[src/rtl/id_ex_stage.sv]
// ID/EX pipeline register with EX/MEM and MEM/WB operand forwarding.
// It also detects load-use hazards, requests a decode stall and inserts a bubble.
module id_ex_stage #(
  parameter int DATA_WIDTH     = 32,
  parameter int REG_ADDR_WIDTH = 5
) (
  input  logic                      clk,
  input  logic                      reset,
  input  logic                      valid_i,
  input  logic [REG_ADDR_WIDTH-1:0] rs1_addr_i,
  input  logic [REG_ADDR_WIDTH-1:0] rs2_addr_i,
  input  logic [REG_ADDR_WIDTH-1:0] rd_addr_i,
  input  logic [DATA_WIDTH-1:0]     rs1_data_i,
  input  logic [DATA_WIDTH-1:0]     rs2_data_i,
  input  logic [DATA_WIDTH-1:0]     imm_i,
  input  logic [3:0]                alu_op_i,
  input  logic                      alu_src_i,
  input  logic                      reg_write_i,
  input  logic                      mem_read_i,
  input  logic                      mem_write_i,
  input  logic                      mem_to_reg_i,
  input  logic [REG_ADDR_WIDTH-1:0] exmem_rd_i,
  input  logic                      exmem_reg_write_i,
  input  logic [DATA_WIDTH-1:0]     exmem_result_i,
  input  logic [REG_ADDR_WIDTH-1:0] memwb_rd_i,
  input  logic                      memwb_reg_write_i,
  input  logic [DATA_WIDTH-1:0]     memwb_data_i,
  input  logic                      stall_i,
  input  logic                      flush_i,
  output logic                      stall_req_o,
  output logic                      valid_o,
  output logic [3:0]                alu_op_o,
  output logic [DATA_WIDTH-1:0]     A_o,
  output logic [DATA_WIDTH-1:0]     B_o,
  output logic [DATA_WIDTH-1:0]     store_data_o,
  output logic [REG_ADDR_WIDTH-1:0] rd_addr_o,
  output logic                      reg_write_o,
  output logic                      mem_read_o,
  output logic                      mem_write_o,
  output logic                      mem_to_reg_o
);

  logic                      r_valid;
  logic [REG_ADDR_WIDTH-1:0] r_rs1;
  logic [REG_ADDR_WIDTH-1:0] r_rs2;
  logic [REG_ADDR_WIDTH-1:0] r_rd;
  logic [DATA_WIDTH-1:0]     r_rs1_data;
  logic [DATA_WIDTH-1:0]     r_rs2_data;
  logic [DATA_WIDTH-1:0]     r_imm;
  logic [3:0]                r_alu_op;
  logic                      r_alu_src;
  logic                      r_reg_write;
  logic                      r_mem_read;
  logic                      r_mem_write;
  logic                      r_mem_to_reg;

  logic                      w_load_use;
  logic [DATA_WIDTH-1:0]     w_fwd_a;
  logic [DATA_WIDTH-1:0]     w_fwd_b;

  // A load in EX whose rd is read by the instruction in decode cannot be forwarded in time.
  assign w_load_use = r_valid && r_mem_read && (r_rd != '0) && valid_i &&
                      ((r_rd == rs1_addr_i) || (r_rd == rs2_addr_i));

  always_ff @(posedge clk) begin
    if (!reset) begin
      r_valid      <= 1'b0;
      r_rs1        <= '0;
      r_rs2        <= '0;
      r_rd         <= '0;
      r_rs1_data   <= '0;
      r_rs2_data   <= '0;
      r_imm        <= '0;
      r_alu_op     <= 4'b0000;
      r_alu_src    <= 1'b0;
      r_reg_write  <= 1'b0;
      r_mem_read   <= 1'b0;
      r_mem_write  <= 1'b0;
      r_mem_to_reg <= 1'b0;
    end else if (flush_i || (!stall_i && w_load_use)) begin
      // Flush and load-use bubble both kill the slot; operand fields are don't-care.
      r_valid      <= 1'b0;
      r_alu_op     <= 4'b0000;
      r_alu_src    <= 1'b0;
      r_reg_write  <= 1'b0;
      r_mem_read   <= 1'b0;
      r_mem_write  <= 1'b0;
      r_mem_to_reg <= 1'b0;
    end else if (!stall_i) begin
      r_valid      <= valid_i;
      r_rs1        <= rs1_addr_i;
      r_rs2        <= rs2_addr_i;
      r_rd         <= rd_addr_i;
      r_rs1_data   <= rs1_data_i;
      r_rs2_data   <= rs2_data_i;
      r_imm        <= imm_i;
      r_alu_op     <= alu_op_i;
      r_alu_src    <= alu_src_i;
      r_reg_write  <= reg_write_i;
      r_mem_read   <= mem_read_i;
      r_mem_write  <= mem_write_i;
      r_mem_to_reg <= mem_to_reg_i;
    end
  end

  // EX/MEM is the younger result, so it wins over MEM/WB; x0 always reads its register value.
  always_comb begin
    w_fwd_a = r_rs1_data;
    if (exmem_reg_write_i && (exmem_rd_i != '0) && (exmem_rd_i == r_rs1))
      w_fwd_a = exmem_result_i;
    else if (memwb_reg_write_i && (memwb_rd_i != '0) && (memwb_rd_i == r_rs1))
      w_fwd_a = memwb_data_i;

    w_fwd_b = r_rs2_data;
    if (exmem_reg_write_i && (exmem_rd_i != '0) && (exmem_rd_i == r_rs2))
      w_fwd_b = exmem_result_i;
    else if (memwb_reg_write_i && (memwb_rd_i != '0) && (memwb_rd_i == r_rs2))
      w_fwd_b = memwb_data_i;
  end

  assign A_o          = w_fwd_a;
  assign B_o          = r_alu_src ? r_imm : w_fwd_b;
  assign store_data_o = w_fwd_b;
  assign stall_req_o  = w_load_use;
  assign valid_o      = r_valid;
  assign alu_op_o     = r_alu_op;
  assign rd_addr_o    = r_rd;
  assign reg_write_o  = r_valid & r_reg_write;
  assign mem_read_o   = r_valid & r_mem_read;
  assign mem_write_o  = r_valid & r_mem_write;
  assign mem_to_reg_o = r_valid & r_mem_to_reg;

endmodule
[config.mk]
export PLATFORM = sky130hd
export DESIGN_NAME = id_ex_stage
export DESIGN_NICKNAME = d
export VERILOG_FILES = /design/src/rtl/id_ex_stage.sv
export SDC_FILE = /design/constraint.sdc
export NUM_CORES = 1
export LEC_CHECK = 0
export ABC_AREA = 1
export CORE_MARGIN = 3
export CORE_UTILIZATION = 38
export CTS_CLUSTER_SIZE = 16
export DETAILED_ROUTE_END_ITERATION = 8
export GPL_TIMING_DRIVEN = 0
export PLACE_DENSITY = 0.66
export SYNTH_ARGS = -nofsm -noshare
export SYNTH_HDL_FRONTEND = slang
export SYNTH_SLANG_ARGS = --single-unit
[constraint.sdc]
create_clock -name clk -period 2.3 [get_ports clk]
set_input_delay 0.46 -clock clk [delete_from_list [all_inputs] [get_ports clk]]
set_output_delay 0.46 -clock clk [all_outputs]
set_load 0.1 [all_outputs]
==> impl_metrics.csv <==
group,metric,value,unit
status,run_status,"finished, violations left",
status,violations,"setup timing",
yosys,synth_cell_types,25,
grt,grt-ovfl-total,0,
floorplan,rows,55,
yosys,synthAdderAreaFrac,0,%
setup_path,slowest_delay,0.36,ns
sta,slew-limit-headroom,34.11,%
yosys,synth_edf_count,0,
sta,postLayoutSetupSlackWorst,-0.2987,ns
run,drv_cap,0,
sta,fin_crit_sh,113.0,%
placement,hpwlAfterDp,27780,um
yosys,yosysSeqAreaShare,27.38,%
yosys,synth.cell_area,8847,sq um
clock_tree,clockRootBuffer,"clkbuf_16",
clock_tree,cts_buffer_depth,2,
sta,rsz0062_at_grt,"yes",
grt,grt_usage,28.92,%
grt,grt_pass1_vias,10621,
yosys,synthMuxAreaShare,1.018,%
drt,post_drt_wl_per_cell,16.67,um
placement,port_buffers,310,
drt,ant_nets,0,
clock_tree,clock_latency,0.43,ns
sta,tightest_slew,0.9868,ns
sta,fmax,384.8,MHz
yosys,synth_xor_area_share,1.980,%
floorplan,die_w,158.6,um
floorplan,io_pins,312,
drt,dr.pass1.iters,5,
yosys,yosys-top-cells-area,"dfxtp_1 27%, nand2_1 22%, inv_1 14%",
drt,dr.first_iter.drc_count,713,
yosys,synthFlopType,"dfxtp_1",
clock_tree,path_clk_slew,0.06,ns
drt,vias,10912,
floorplan,core,22780,sq um
pwr,power-per-cell-area,577.0,nW/um^2
setup_path,cp-start-kind,"flip-flop",
sta,hold_violations,0,
placement,dp.cells,2194,
grt,antenna_found_initial,2,
sta,drv_slew,0,
yosys,synth.most_common_cell,"nand2_1",
yosys,synth_common_cells,"519 x nand2_1, 341 x inv_1, 135 x nand3_1, 132 x nor2_1, 121 x dfxtp_1",
yosys,syn_inst,1571,
floorplan,start_util,38.84,%
clock_tree,clock_sinks,121,
yosys,async_flop_share,0,%
drt,totalWireLength,37540,um
sta,finalClockSkew,0.01196,ns
setup_path,required,1.84,ns
floorplan,fp.dieH,158.6,um
yosys,syn_nets,1772,
setup_path,cp-end-kind,"output pin",
clock_tree,cts_tree,"done",
yosys,synth-simple-area-share,49.02,%
setup_path,crit_top_cell,"nand3_2",
yosys,synth_warnings,0,
pwr,p_leak,8.039,nW
setup_path,cp_max_fo,10,
yosys,synth.top_cell.area_share,27.38,%
hold_path,hold_path.class,"input port to flip-flop",
finish,drive_gt1_share,24.95,%
sta,hold-worst-slack,0.3873,ns
clock_tree,holdBufCountCts,0,
yosys,avgSynthCellArea,5.632,sq um
grt,grt_start_max_net_pins,17,
placement,post-place-ws,-1.854,ns
finish,finalNetCount,2124,
setup_path,cp_cell_sequence,"xnor2_2 > nand2_1 > nor2_1 > nand4_1 > buf_6 > buf_8 > nand3_2 > nand3_2 > nand2_2 > buf_12",
sta,finalSetupViolations,96,
floorplan,dieArea,25150,sq um
yosys,synth_top_family_by_area,"simple AND/OR/NAND/NOR gates",
drt,vias_per_cell,4.848,
finish,reg_top3,"r_imm (32), r_rs1_data (32), r_rs2_data (32)",
finish,instances_no_fill,2251,
setup_path,critPathKind,"flip-flop to output pin",
setup_path,cp_slowest_cell,"dfxtp_4",
clock_tree,numCtsBuffers,17,
yosys,synth_compound_area_share,0.1697,%
pwr,ir_drop,0.0005032,V
sta,fin_crit,2.599,ns
clock_tree,htree_levels,4,
yosys,synth_top_area_cell,"dfxtp_1",
finish,areaGrowthSynthToFinish,73.20,%
yosys,ys_ff_latch,121,
setup_path,arrival,2.14,ns
placement,place_congestion,0.9044,
grt,grt_pass1_wl,55920,um
drt,route.detailed.drc,0,
-- cells by family (layout without fill, tap and decap cells) --
logic type                Yosys count  count (layout)
other                               0               2
DFF                               121             121
and+or+nand+nor                   972             972
xor gates and xnor gates           20              20
muxes                               9               9
buffers and inverters             446             811
AOI/OAI and AO/OA                   3               3
-- repair_timing --
action,in CTS,in global routing
gates cloned,5,0
pin swaps,34,55
resized for setup,1080,136
setup buffers,14,4
setup endpoints to repair,125,190
-- per-layer routing --
metal	wire length [um]	track usage [%]	vias to the layer above	part of all wire (%)
met2	18750	50.47	412	50
met1	14870	34.58	5014	40
li1	-	-	5418	-
met5	13	0	-	0.035
met4	978	10.90	2	2.6
met3	2922	6.605	66	7.8
-- stage by stage --
stage | power [mW] | setup TNS, ns | cell area (sq um) | utilization [%]
6_report | 8.842 | -23.62 | 15320 | 67.27
5_1_grt | 9.172 | -34.09 | 15320 | 67.26
4_1_cts | 8.741 | -22.29 | 14860 | 65.25
3_5_place_dp | 5.468 | -205.14 | 12570 | 55.20
3_3_place_gp | 5.453 | -200.32 | 12570 | 55.20
2_1_floorplan | 4.467 | 0 | 9080 | -
-- layout by cell type, fill, tap and decap left out, types with 3 or more instances in the layout --
| cell type | n |
|---|---|
| nand3_4 | 4 |
| nand2_2 | 105 |
| nand3b_1 | 32 |
| inv_6 | 3 |
| xnor2_1 | 5 |
| nand4_1 | 112 |
| buf_2 | 19 |
| buf_4 | 18 |
| clkinv_2 | 3 |
| xnor2_2 | 6 |
| dfxtp_4 | 4 |
| clkbuf_2 | 11 |
| xor2_2 | 4 |
| clkdlybuf4s50_1 | 184 |
| nand2_1 | 404 |
| nand2_4 | 10 |
| nand3_2 | 67 |
| buf_1 | 9 |
| inv_1 | 338 |
| inv_2 | 4 |
| buf_12 | 100 |
| buf_8 | 7 |
| xor2_1 | 5 |
| dfxtp_1 | 107 |
| dlygate4sd2_1 | 5 |
| dfxtp_2 | 10 |
| clkbuf_1 | 29 |
| buf_6 | 34 |
| clkinvlp_4 | 7 |
| dlymetal6s2s_1 | 14 |
| clkbuf_16 | 17 |
| and2_4 | 32 |
| nor2_1 | 131 |
| nand3_1 | 65 |
| mux2i_1 | 9 |
-- worst max-delay path: cells and delay by family, from the launching register on --
family / cells / cell delay, ns
AND/OR/NAND/NOR: 6 / 0.69
buffers and inverters: 3 / 0.50
flip-flops: 1 / 0.36
XOR/XNOR: 1 / 0.16
-- report_power, final --
part / total, mW / internal [mW] / switching (mW) / leakage (nW)
logic: 3.78 / 1.45 / 2.33 / 6.76
registers: 2.35 / 2.24 / 0.113 / 1.00
clock network: 2.71 / 1.63 / 1.09 / 0.275
total: 8.84 / 5.31 / 3.53 / 8.04
-- path summary, 6_finish.rpt --
path / start / slack [ns] / end / depth (start not counted)
max: r_rs2[0] / -0.30 / B_o[21] / 10
min reg2reg: alu_op_o[1] / 0.51 / alu_op_o[1] / 2
max reg2reg: rd_addr_o[1] / 0.44 / r_rs2_data[12] / 11
min: reset / 0.39 / r_rs1[4] / 3
-- cell type report --
| class | count | area (sq um) |
|---|---|---|
| flip-flops and latches | 121 | 2450 |
| well taps | 313 | 391.6 |
| multi-input cells | 1004 | 5569 |
| clock inverters | 14 | 147.6 |
| fillers | 2001 | 7455 |
| inverters | 345 | 1308 |
| diodes | 2 | 5.005 |
| clock buffers | 18 | 439.2 |
| repair buffers | 333 | 4305 |
| plain buffers | 101 | 708.2 |
No activity file was read; power rests on OpenSTA's default activity.
